**config.mk**
```make
export PLATFORM = sky130hd
export DESIGN_NAME = mon_accum
export DESIGN_NICKNAME = d
export VERILOG_FILES = /design/src/rtl/mon_accum.sv
export SDC_FILE = /design/constraint.sdc
export NUM_CORES = 1
export LEC_CHECK = 0
export CORE_MARGIN = 2
export CORE_UTILIZATION = 30
export DETAILED_ROUTE_END_ITERATION = 8
export SLEW_MARGIN = 5
export SYNTH_ARGS = -nofsm -noshare
export SYNTH_HDL_FRONTEND = slang
export SYNTH_SLANG_ARGS = --single-unit
export TNS_END_PERCENT = 5
```
**constraint.sdc**
```tcl
create_clock -name clk -period 8.3 [get_ports clk]
set_clock_uncertainty 0.15 [all_clocks]
set_input_delay 2.075 -clock clk [delete_from_list [all_inputs] [get_ports clk]]
set_output_delay 2.075 -clock clk [all_outputs]
set_load 0.05 [all_outputs]
```
**src/rtl/mon_accum.sv**
```systemverilog
// Multi-channel accumulate-and-dump: sums NCH time-multiplexed signed channels
// over a latched number of frames and emits one strobed sum per channel on the dump frame.
module mon_accum #(
   parameter int unsigned IW  = 18,
   parameter int unsigned DW  = 32,
   parameter int unsigned NCH = 12,
   parameter int unsigned PW  = 12
) (
   input  logic          clk,
   input  logic          rst_n,
   input  logic [IW-1:0] data_in,
   input  logic          strobe_in,
   input  logic          sync_in,
   input  logic [PW-1:0] period,
   input  logic          err_clr,
   output logic [DW-1:0] data_out,
   output logic          strobe_out,
   output logic [3:0]    chan_out,
   output logic          frame_err
);

   localparam int unsigned CW = 4;

   typedef enum logic {HUNT = 1'b0, RUN = 1'b1} state_t;

   state_t        state, state_d;
   logic [CW-1:0] ch, ch_d;
   logic [PW-1:0] fcnt, fcnt_d;
   logic [PW-1:0] plat, plat_d;
   logic          wrap_pend, wrap_pend_d;
   logic          dump_end, dump_end_d;
   logic [DW-1:0] acc [NCH];

   logic          acc_we;
   logic [CW-1:0] acc_idx;
   logic [DW-1:0] acc_wdata;
   logic [DW-1:0] data_out_d;
   logic          strobe_out_d;
   logic [3:0]    chan_out_d;
   logic          frame_err_d;

   logic [PW-1:0] maxp;
   logic [PW-1:0] plat_eff;
   logic [PW-1:0] fidx;
   logic [CW-1:0] chan;
   logic          take;
   logic          set_err;
   logic          short_dump;
   logic [DW-1:0] sum;

   // Next-state, accumulator write and output decode for one accepted strobe
   always_comb begin
      state_d      = state;
      ch_d         = ch;
      fcnt_d       = fcnt;
      wrap_pend_d  = wrap_pend;
      dump_end_d   = 1'b0;
      acc_we       = 1'b0;
      acc_idx      = '0;
      acc_wdata    = '0;
      data_out_d   = data_out;
      strobe_out_d = 1'b0;
      chan_out_d   = chan_out;
      frame_err_d  = err_clr ? 1'b0 : frame_err;
      maxp         = (period == '0) ? PW'(1) : period;
      plat_eff     = plat;
      fidx         = fcnt;
      chan         = ch;
      take         = 1'b0;
      set_err      = 1'b0;
      short_dump   = 1'b0;
      sum          = '0;

      case (state)
         HUNT: begin
            if (strobe_in && sync_in) begin
               state_d  = RUN;
               take     = 1'b1;
               chan     = '0;
               fidx     = '0;
               plat_eff = maxp;
            end
         end
         RUN: begin
            // new interval starts the cycle after the last dump word
            if (dump_end) plat_eff = maxp;
            if (strobe_in) begin
               if (sync_in) begin
                  short_dump  = !wrap_pend && (fcnt == plat - PW'(1));
                  set_err     = (ch != CW'(NCH - 1));
                  if (short_dump) plat_eff = maxp;
                  fidx        = (wrap_pend || short_dump) ? '0 : fcnt + PW'(1);
                  wrap_pend_d = 1'b0;
                  chan        = '0;
                  take        = 1'b1;
               end else if (ch == CW'(NCH - 1)) begin
                  set_err = 1'b1;
               end else begin
                  chan = ch + CW'(1);
                  take = 1'b1;
               end
            end
         end
         default: state_d = HUNT;
      endcase

      plat_d = plat_eff;

      if (take) begin
         ch_d    = chan;
         fcnt_d  = fidx;
         sum     = acc[chan] + DW'($signed(data_in));
         acc_we  = 1'b1;
         acc_idx = chan;
         if (fidx == plat_eff - PW'(1)) begin
            acc_wdata    = '0;
            data_out_d   = sum;
            chan_out_d   = 4'(chan);
            strobe_out_d = 1'b1;
            if (chan == CW'(NCH - 1)) begin
               wrap_pend_d = 1'b1;
               dump_end_d  = 1'b1;
            end
         end else begin
            acc_wdata = sum;
         end
      end

      if (set_err) frame_err_d = 1'b1;
   end

   // State, counters, accumulators and registered outputs
   always_ff @(posedge clk or negedge rst_n) begin
      if (!rst_n) begin
         state      <= HUNT;
         ch         <= '0;
         fcnt       <= '0;
         plat       <= '0;
         wrap_pend  <= 1'b0;
         dump_end   <= 1'b0;
         data_out   <= '0;
         strobe_out <= 1'b0;
         chan_out   <= '0;
         frame_err  <= 1'b0;
         for (int i = 0; i < NCH; i++) acc[i] <= '0;
      end else begin
         state      <= state_d;
         ch         <= ch_d;
         fcnt       <= fcnt_d;
         plat       <= plat_d;
         wrap_pend  <= wrap_pend_d;
         dump_end   <= dump_end_d;
         data_out   <= data_out_d;
         strobe_out <= strobe_out_d;
         chan_out   <= chan_out_d;
         frame_err  <= frame_err_d;
         if (acc_we) acc[acc_idx] <= acc_wdata;
      end
   end

endmodule

```
# ---- After elaboration in Yosys (flattened, before gate mapping)
# Cells that the tools add are included.
dict set report op_classes {
  addsub 5
  multipliers 0
  div_mod_pow 0
  magnitude_cmp 3
  n_eq_ne 5
  shift 0
  muxes 50
  bitwise 3
  reduce_logical 8
}
# operator n
set op_table {}
lappend op_table {{$bwmux W384} 1}
lappend op_table {{$mux W32} 5}
lappend op_table {{$bmux W32 S4} 1}
lappend op_table {{$demux W32 S4} 1}
lappend op_table {{$mux W12} 10}
lappend op_table {{$pmux W12 S2} 2}
lappend op_table {{$add A32 B32 Y32} 1}
lappend op_table {{$eq A12 B12 Y1} 2}
lappend op_table {{$sub A12 B1 Y12 const B} 2}
lappend op_table {{$mux W1} 23}
lappend op_table {{$mux W4} 5}
lappend op_table {{$add A12 B1 Y12 const B} 1}
lappend op_table {{$logic_not A12 Y1} 1}
lappend op_table {{$ge A5 B5 Y1 const B} 2}
lappend op_table {{$not A4 Y5} 2}
lappend op_table {{$eq A4 B4 Y1 const B} 2}
lappend op_table {{$pmux W4 S2} 1}
lappend op_table {{$lt A5 B1 Y1 const B} 1}
lappend op_table {{$add A4 B1 Y4 const B} 1}
lappend op_table {{$ne A4 B4 Y1 const B} 1}
lappend op_table {{$logic_and A1 B1 Y1} 3}
lappend op_table {{$pmux W1 S2} 1}
lappend op_table {{$reduce_and A2 Y1} 1}
lappend op_table {{$reduce_bool A2 Y1} 1}
lappend op_table {{3 further kinds} 3}
dict set report totals {
  reg_bits 453
  latchBits 0
  ramBits 0
  mem_bits_ro 0
  word_cells 96
  memories 0
}

# ---- Logic depth before layout (Yosys ltp)
dict set report depth {
  word_depth 13
  ltp_mapped 29
  mapped_depth_nobuf 25
}

# ---- Worst setup path before layout
# OpenSTA, ideal clock, no wires.
dict set report synth_path {
  path_type {in2reg}
  startpoint {in strobe_in}
  endpoint {reg data_out[24]}
  setup_time_ps 140
  arrival_ps 7361
  setup_slack_ps 648
  path_stages 24
  n_path_buf 4
  path_cell_list {clkbuf_1 and2_1 o21ai_0 xor2_1 nor2_1 clkbuf_1 buf_1 mux4_2 a21oi_1 o22ai_1 ha_1 nor2b_1 o21ai_0 a211oi_1 o21ai_0 a21boi_0 o21ai_0 a21oi_1 nor4b_1 o31ai_1 a21oi_1 xor2_1 clkbuf_1 mux2i_1}
}
dict set report synth_between {
  elab_chain_cells 8
}
# item line
set synth_lines {}
lappend synth_lines {{start, declared} 12} ;# input logic strobe_in,
lappend synth_lines {{$logic_and A1 B1 Y1} 76} ;# if (strobe_in && sync_in) begin
lappend synth_lines {{$mux W4} 76}
lappend synth_lines {{$pmux W4 S2} 74} ;# case (state)
lappend synth_lines {{$not A4 Y5 (not written as such)} 112} ;# sum = acc[chan] + DW'($signed(data_in));
lappend synth_lines {{$bmux W32 S4} 112}
lappend synth_lines {{$mux W32 (not written as such) (2 in series)} 112}
lappend synth_lines {{$add A32 B32 Y32} 112}
lappend synth_lines {{end signal, assigned} 153} ;# data_out <= data_out_d;
lappend synth_lines {{end, declared} 16} ;# output logic [DW-1:0] data_out,
# Several ways; a longest one is shown, not always the timed one. The select of a mux whose other input is x is not followed.
# A chain may end at the register's enable or synchronous reset.

# ---- Worst setup path in the final report
dict set report layout_path {
  startpoint {in strobe_in}
  endpoint {reg acc[376] (netlist name)}
}
dict set report layout_between {
  elab_chain_cells 11
}
# item line
set layout_lines {}
lappend layout_lines {{$logic_and A1 B1 Y1} 76}
lappend layout_lines {{$mux W4} 76}
lappend layout_lines {{$pmux W4 S2} 74}
lappend layout_lines {{$not A4 Y5 (not written as such)} 112}
lappend layout_lines {{$bmux W32 S4} 112}
lappend layout_lines {{$mux W32 (not written as such) (2 in series)} 112}
lappend layout_lines {{$add A32 B32 Y32} 112}
lappend layout_lines {{$mux W32} 115} ;# if (fidx == plat_eff - PW'(1)) begin
lappend layout_lines {{$mux W32} 109} ;# if (take) begin
lappend layout_lines {{$bwmux W384} 157} ;# if (acc_we) acc[acc_idx] <= acc_wdata;
lappend layout_lines {{end signal, assigned by index} 157}
lappend layout_lines {{end, declared} 32} ;# logic [DW-1:0] acc [NCH];
# Several ways; a longest one is shown, not always the timed one. The select of a mux whose other input is x is not followed.

==> out/metrics.cfg <==
[placement]
hpwl_um = 41800
io_buffer_count = 72
gp_congestion = 0.862

[grt]
grt-ovfl-total = 0
grt_max_degree = 169
grt_pass1_vias = 19100
grt_antenna_before_repair = 0
grt_first_pass_wirelength_um = 113000
grtUsageTotal_pct = 17.3

[power_and_ir_drop]
vdd_ir_drop_max_uv = 195
combPwrFrac_pct = 44.4
switchingPower_mw = 4.44
p_leak_nw = 11.9
seqPwrFrac_pct = 33.8
switching_share_pct = 42.1
p_per_area_mw_per_mm2 = 382
p_int_mw = 6.12
clockPowerShare_pct = 21.8

[flow_run]
max-cap-violations = 0

[clocking]
clk_pin_slew_ns = 0.06
cts_made_buffers = 50
cts_tree = yes
clockBufferDepth = 3
clock_latency_ns = 0.62
cts-root-buf = clkbuf_16
post_cts_buffers = 0
ctsHoldBuffers = 0
cts_resized = 0
cts-htree-levels = 2
cts_sinks = 453

[floorplan]
pin_count = 73
die_w_um = 287
fp.dieArea_mm2 = 0.0822
dieHeight_um = 287
core_mm2 = 0.0790
rows = 103
initial_core_util_pct = 30.3

[drt]
drtPass1Iterations = 6
via_per_inst = 5.28
routedWlPerCell_um = 19.1
antenna_left = 0
drt_wl_total_um = 70700
vias = 19600
drt-initial-drc-count = 1751
drc = 0

[run_status]
status = completed

[layout]
antenna_cells = 0
post-route-util_pct = 35.0
fin_nets = 2689
final_common_cell = nand2_1
fill_cells = 8083
layout-drive-gt1-share_pct = 9.26
final_cell_mix = nand2_1 (757), dfrtp_1 (453), o31ai_1 (369)
area_delta_synth_final_pct = 15.3

[setup_path]
path_max_fanout = 27
worstReg2RegStart = state
rrSetupSlack_ns = 1.99
cp-start-kind = primary input
required_ns = 8.64
crit_start = strobe_in
worstPathArrival_ns = 8.02
worstSetupPathType = primary input to flop
worst_setup_path_end_kind = flop
r2r_cells = 24

[timing]
fmax_mhz = 130
fin_crit_sh_pct = 92.6
relSlewSlack_pct = 15.3
hold_viol_final = 0
setup_viol = 0
final_max_slew_viol_count = 0
rsz0062_at_grt = no
worst_slew_pin_slew_ns = 1.26
whs_ns = 0.322
layout_min_cycle_time_ns = 7.69
fin_tns_setup_ns = 0

[min_path]
hold_depth = 2
hp-start = acc[38]
hold_class = flop to flop

[synthesis]
ys.flop_type = dfrtp_1
yosysWarnings = 0
synth-seq-cells = 453
synth_edf_count = 0
yosysSeqAreaShare_pct = 47.3
synth_area_leaders = dfrtp_1 (47%), nand2_1 (12%), o31ai_1 (12%)
netlist.area_leader.share_pct = 47.3
synth_nets = 2713
synth.distinct_cells = 78
async_reset_ff_share_pct = 100
postSynthCellCount = 2641
synth_top_area_cell = dfrtp_1
synthesis.area_mm2 = 0.0240
avgSynthCellArea_um2 = 9.08

[through the flow]
| stage | power, mW | area [um^2] | instances | setup WS, ns |
|---|---|---|---|---|
| after floorplan | 6.76 | 24000 | 2641 | 0.648 |
| after global placement | 8.24 | 25900 | 3615 | 0.0507 |
| after detailed placement | 8.30 | 25900 | 3615 | 0.0450 |
| after CTS | 10.6 | 27600 | 3706 | 0.594 |
| after global routing | 11.4 | 27600 | 3706 | 0.136 |
| final | 10.6 | 27600 | 3706 | 0.610 |
[power by group through the flow]
stage               clock network (mW)  registers, mW  logic [mW]
floorplan                            0           3.69        3.07
global placement                     0           3.59        4.65
detailed placement                   0           3.61        4.69
CTS                               2.36           3.58        4.70
global route                      2.45           3.69        5.22
finish                            2.30           3.57        4.69
[cell type report]
class,count,area [um^2],area share (%)
clock buffer,76,1530,5.54
clock inverter,15,191,0.693
inverter,62,233,0.842
multi-input combinational,1891,11500,41.6
sequential,453,11300,41.0
tap,1050,1310,4.75
timing repair buffer,159,1530,5.53
[synth_stat cells (11+ instances only)]
library cell and number:
nor3_1 25, xnor2_1 39, o21ai_0 64, xor2_1 27
clkbuf_1 177, nand3_1 80, inv_1 61, buf_4 27
nor2b_1 18, o22ai_1 35, a311oi_1 32, a21oi_1 83
mux4_2 32, nor2_1 47, ha_1 36, and3_1 40
o31ai_1 369, nand2_1 763, mux2i_1 33, nand4_1 11
buf_2 21, nand2b_1 13, dfrtp_1 453
[logic make-up after synthesis]
logic type,after synthesis,share of synthesized area (%)
xor+xnor,66,2.41
flops,453,47.3
buf+inv,297,5.18
mux,79,5.04
fa+ha+maj,37,1.96
compound gates,674,19.9
simple gates,1035,18.2
[per-layer routing]
| layer | GRT usage [%] | part of all wire, % |
|---|---|---|
| met1 | 24.7 | 47 |
| met2 | 27.3 | 46 |
| met3 | 2.05 | 5.2 |
| met4 | 5.29 | 2.5 |
| met5 | 0 | 0 |
[final timing paths]
check / end
setup / recovery: acc[376]
hold / removal: acc[38]
setup reg to reg: acc[376]
hold reg to reg: acc[38]
max in group asynchronous: acc[105]
min in group asynchronous: plat[4]
[registers in the layout, summed over array words and instances (netlist names)]
signal	flops
acc	384
ch	4
chan_out	4
data_out	32
dump_end	1
fcnt	12
frame_err	1
plat	12
state	1
strobe_out	1
wrap_pend	1
[critical path, cell delays in order]
cell             delay (ns)
clkdlybuf4s50_1        0.55
and2_1                 0.23
o21ai_0                0.19
mux2i_1                0.33
or2_4                  0.27
buf_4                  0.34
nand2_1                0.09
a311oi_1               0.26
a21oi_1                0.08
o22ai_1                0.14
ha_1                   0.30
nor2b_1                0.15
o21ai_0                0.31
a211oi_1               0.14
o21ai_0                0.35
a21boi_0               0.23
o21ai_0                0.39
a21oi_1                0.22
nor4b_1                0.46
o31ai_1                0.14
a21oi_1                0.19
xor2_1                 0.08
buf_4                  0.19
o31ai_1                0.28
Power figures use the tool's default switching activity.
==> patch 1 (config.mk and constraints unchanged) <==
`NCH`: 12 -> 13.
--- a/src/rtl/mon_accum.sv
+++ b/src/rtl/mon_accum.sv
@@ -5,3 +5,3 @@
    parameter int unsigned DW  = 32,
-   parameter int unsigned NCH = 12,
+   parameter int unsigned NCH = 13,
    parameter int unsigned PW  = 12
Check against the original RTL: no difference found for any inputs over 4 cycles, from zero or initial values and one cycle with rst_n low; that may be too few to reach the edited logic, so the function may still have changed.
==> patch 1 against the original RTL <==
Critical path depth shrank 1; sequential share of layout area grew 0.64 points; via count grew 3.6%; area after synthesis grew 6.0%; cell area grew 5.4%; non-clock buffer count grew 8; register-to-register slack lost 60 ps; wire length grew 3.9%; power shrank 4.6%; first-iteration DRC count grew 12%; sequential cell count grew 32; count of clock-buffer cells in the layout grew 5; setup slack gained 340 ps.
==> patch 1: results (changes against the original RTL) <==
Routing
  – First drt pass iteration count: 5 (-1)
  – Detailed-route wire length: 73500 µm (+3.9%)
  – DRT iter0 DRCs: 1965 (+12%)
  – Vias/cell: 5.23 (-0.96%)
  – Routed WL per cell: 19.0 µm (-0.60%)

Timing
  – Min Hold Slack: 322 ps (-0.429 ps)
  – Max-slew headroom: 21.2% (+5.8 points)
  – FMAX: 0.136 GHz (+4.7%)

Worst hold path
  – Worst min-delay path endpoint: acc[39]
  – Hold path startpoint: acc[39]

Clock tree
  – TritonCTS buffer count: 54 (+8.0%)
  – Worst skew pair latency: 640 ps (+20 ps)

Layout
  – Non-clk bufs: 167 (+5.0%)
  – Clk cell area share: 6.33% (+0.097 points)
  – Net count, final: 2770 (+3.0%)
  – Buffering overhead: 5.54% (+0.0082 points)
  – Multi-input logic area: 0.0119 mm² (+3.2%)
  – Layout cells sized above 1: 9.30% (+0.041 points)
  – Biggest regs: acc (416), data_out (32)
  – Sequential share of cell area: 41.7% (+0.64 points)
  – # clk buffers: 81 (+6.6%)
  – Comb_multi_in: 1923 (+1.7%)
  – Fillers: 8611 (+6.5%)

Outcome
  – Status: completed

Global route
  – Largest net degree at the start of global routing: 125 (-26%)
  – Total GRT Usage: 16.9% (-0.32 points)
  – First-pass GRT wire length: 118000 µm (+4.8%)
  – Number of global-route vias before repair: 19900 (+3.7%)
  – GRT met3 Usage: 2.20% (+0.15 points)

Setup path
  – Critical path data arrival time: 7700 ps (-320 ps)
  – Worst r2r src: ch[1]
  – CP max stage cell: o31ai_1
  – Crit-path max FO: 17 (-37%)
  – Worst reg2reg setup slack: 1930 ps (-60 ps)
  – Critical R2R Capture: acc[152]
  – CP endpoint: acc[152]
  – Reg2reg path depth: 26 (+8.3%)

Yosys
  – Seq/Total Area, Yosys: 47.8% (+0.47 points)
  – Commonest cells post-synth: 739 x nand2_1, 485 x dfrtp_1, 408 x o31ai_1, 185 x clkbuf_1, 87 x o21ai_0
  – Yosys cell types: 74 (-5.1%)
  – Syn_area_per_cell: 9.33 µm² (+2.8%)

Power and ir drop
  – Switch share: 40.8% (-1.3 points)
  – Worst vdd ir: 0.000188 V (-3.5%)
  – LEAKAGE: 12.7 nW (+6.7%)
  – Flop+latch power: 3.49 mW (-2%)
  – Power share of the combinational group: 40.9% (-3.5 points)

Placed design
  – Worst slack, placed: 436 ps (+391 ps)
  – Placed cell count: 3775 (+4.4%)
  – Placement Cell Area: 0.0273 mm² (+5.3%)
  – Detailed Place HPWL: 43800 µm (+4.7%)

Die
  – Die footprint: 0.0870 mm² (+5.9%)
==> patch 1: changes by cell type in the layout (fill, tap and decap cells not counted), moves of 7 or more <==
cell      delta
o31ai_1     +39
o22ai_1     -33
dfrtp_1     +32
a32oi_1     +28
o21ai_0     +23
nand2_1     -22
nand2b_1    +10
nor2b_1     -10
a21oi_1      -9
a21o_1       +8
or3_1        +8
xnor2_1      -8
a22oi_1      -7
nand3_1      +7
==> patch 1: cell families (layout without fill, tap and decap cells) <==
logic type | Yosys count | count (layout) | synth area share [%]
and+or+nand+nor | 1024 | 1024 | 17.3
buffers and inverters | 315 | 333 | 6.01
muxes | 79 | 79 | 4.69
DFF | 485 | 485 | 47.8
adders and majority gates | 38 | 38 | 1.90
AOI/OAI and AO/OA | 724 | 724 | 20.3
xor gates and xnor gates | 58 | 58 | 2.11
==> patch 1: routing by layer <==
layer  wire length [µm]  part of all wire, %
met2              33500                   46
met1              34900                   48
met5                  0                    0
met3               3670                  5.0
met4               1390                  1.9
==> patch 2 (same flow settings) <==
Made on the original files. Reset style: synchronous (`rst_n`), changed in one clocked block.
--- a/src/rtl/mon_accum.sv
+++ b/src/rtl/mon_accum.sv
@@ -132,3 +132,3 @@
    // State, counters, accumulators and registered outputs
-   always_ff @(posedge clk or negedge rst_n) begin
+   always_ff @(posedge clk) begin
       if (!rst_n) begin
Check against the original RTL: differs if rst_n is asserted again (counterexample within 4 cycles, from zero or initial values and one cycle with rst_n low); with rst_n held inactive, the same outputs for 4 cycles.
==> patch 2 against the original RTL <==
First-iteration DRC count grew 28%; setup slack improved by 65 ps; count of clock-buffer cells in the layout rose by 11; wire length grew 29%; sequential cell count rose by 128; utilization is 0.38 points higher; area after synthesis up 19%; synthesized cell count up 1.3%; fmax rose by 0.86%; critical path depth shrank 2; cell area up 20%.
Power is not compared: it rests on default switching activity, and its combinational part moved more than twofold at a synthesized area within 25%.
==> patch 2: results (changes against the original RTL) <==
Outcome
  – Status: completed

Yosys
  – Fraction of the mapped netlist area in compound gates: 12.6% (-7.2 points)
  – Synth Area in Adders: 1.65% (-0.31 points)
  – Async S/R FF share, synth: 0% (-100 points)
  – EDFF count, synth: 512 (+512)
  – Ys Warns: 0 (unchanged)
  – Multiplexer share of the synthesized area: 1.42% (-3.6 points)
  – Fraction of synthesized cell area in xor and xnor cells: 2.21% (-0.21 points)
  – Synth Net Count: 2748 (+1.3%)
  – Commonest cells post-synth: 512 x edfxtp_1, 373 x nand2_1, 307 x nor2_1, 221 x nor3_1, 156 x clkbuf_1
  – Seq/Total Area, Yosys: 58.9% (+12 points)
  – Synth area leaders: edfxtp_1 54%, nand2_1 4.9%, dfxtp_1 4.9%
  – Yosys cell types: 76 (-2.6%)

Layout
  – Layout cells sized above 1: 9.68% (+0.42 points)
  – Net count, final: 2768 (+2.9%)
  – N_diodes: 0 (unchanged)
  – Biggest regs: acc (512), data_out (32)

Setup path
  – CP max stage cell: o311a_1
  – Crit-path max FO: 58 (+110%)
  – CP max stage delay: 510 ps (-40 ps)
  – Worst setup path startpoint: strobe_in
  – CP delay by family, top: compound AO/OA/AOI/OAI gates
  – Worst r2r src: ch[0]

Placed design
  – Final Wtd Congestion: 0.881 (+2.2%)
  – Port Buf Inserts: 72 (unchanged)
  – Detailed Place HPWL: 55000 µm (+32%)
  – Placement Cell Area: 0.0311 mm² (+20%)
  – Worst slack, placed: 89.5 ps (+44.5 ps)

Power and ir drop
  – Reg power frac: between 40% and 50%
  – Worst vdd ir: approximately 0.00015 V
  – Clock-net power: roughly 2.8 mW
  – LEAKAGE: 10.8 nW
  – Switch share: 28.1%
  – Power share of the combinational group: 15.8%

Clock tree
  – H-tree Lvls: 3 (+1)
  – Post-CTS Resized: 0 (unchanged)
  – CTS max path bufs: 3 (unchanged)
  – Post-CTS setup buffers: 0 (unchanged)
  – Clock Pin Slew Worst Setup and Hold Paths: 60 ps (about the same)
  – TritonCTS buffer count: 66 (+32%)
  – Worst skew pair latency: approximately 630 ps
  – Clock Root Buffer: clkbuf_16

Timing
  – Max-slew headroom: 21.9% (+6.6 points)
  – Hold Vio Cnt, Final: 0 (unchanged)

Global route
  – Largest net degree at the start of global routing: 78 (-54%)
  – Number of global-route vias before repair: 20900 (+9.1%)
  – Total GRT Usage: 18.4% (+1.2 points)
  – First-pass GRT wire length: 137000 µm (+21%)
  – Initial antenna violation count: 2 (+2)

Worst hold path
  – Hold Path Class: register to register
  – Hold path startpoint: data_out[25]

Routing
  – Vias/cell: 5.49 (+3.9%)
  – DRT iter0 DRCs: 2235 (+28%)
  – First drt pass iteration count: 6 (unchanged)
  – Routed WL per cell: 22.8 µm (+19%)

Job
  – Max_cap viols: 0 (unchanged)
==> patch 2: through the flow <==
stage / cells / hold slack (ps)
after CTS: 4001 / 309
after global placement: 3882 / 294
final: 4001 / 308
after global routing: 4001 / 330
after floorplan: 2676 / 316
after detailed placement: 3882 / 299
==> patch 2: final cells by class <==
type,instances,area (µm²)
well taps,1254,1570
clock buffers,87,1760
flip-flops and latches,581,16800
repair buffers,179,1820
multi-input cells,1846,10800
fillers,9421,60500
inverters,22,82.6
clock inverters,32,285
==> patch 2: routing by layer <==
layer  part of all wire, %  global-route usage [%]  up-vias
met5                 0.014                       0        -
met4                   2.7                    5.41        2
met3                   7.6                    3.15      147
met2                    47                    30.0      931
met1                    42                    25.2    11000
li1                      -                       -     9875
==> patch 2: path summary, 6_finish.rpt <==
path | slack [ps] | cells after the start | endpoint
min | 310 | 2 | data_out[25]
max reg2reg | 1750 | 22 | acc[12][28]
max | 680 | 22 | acc[13][28]
min reg2reg | 310 | 2 | data_out[25]
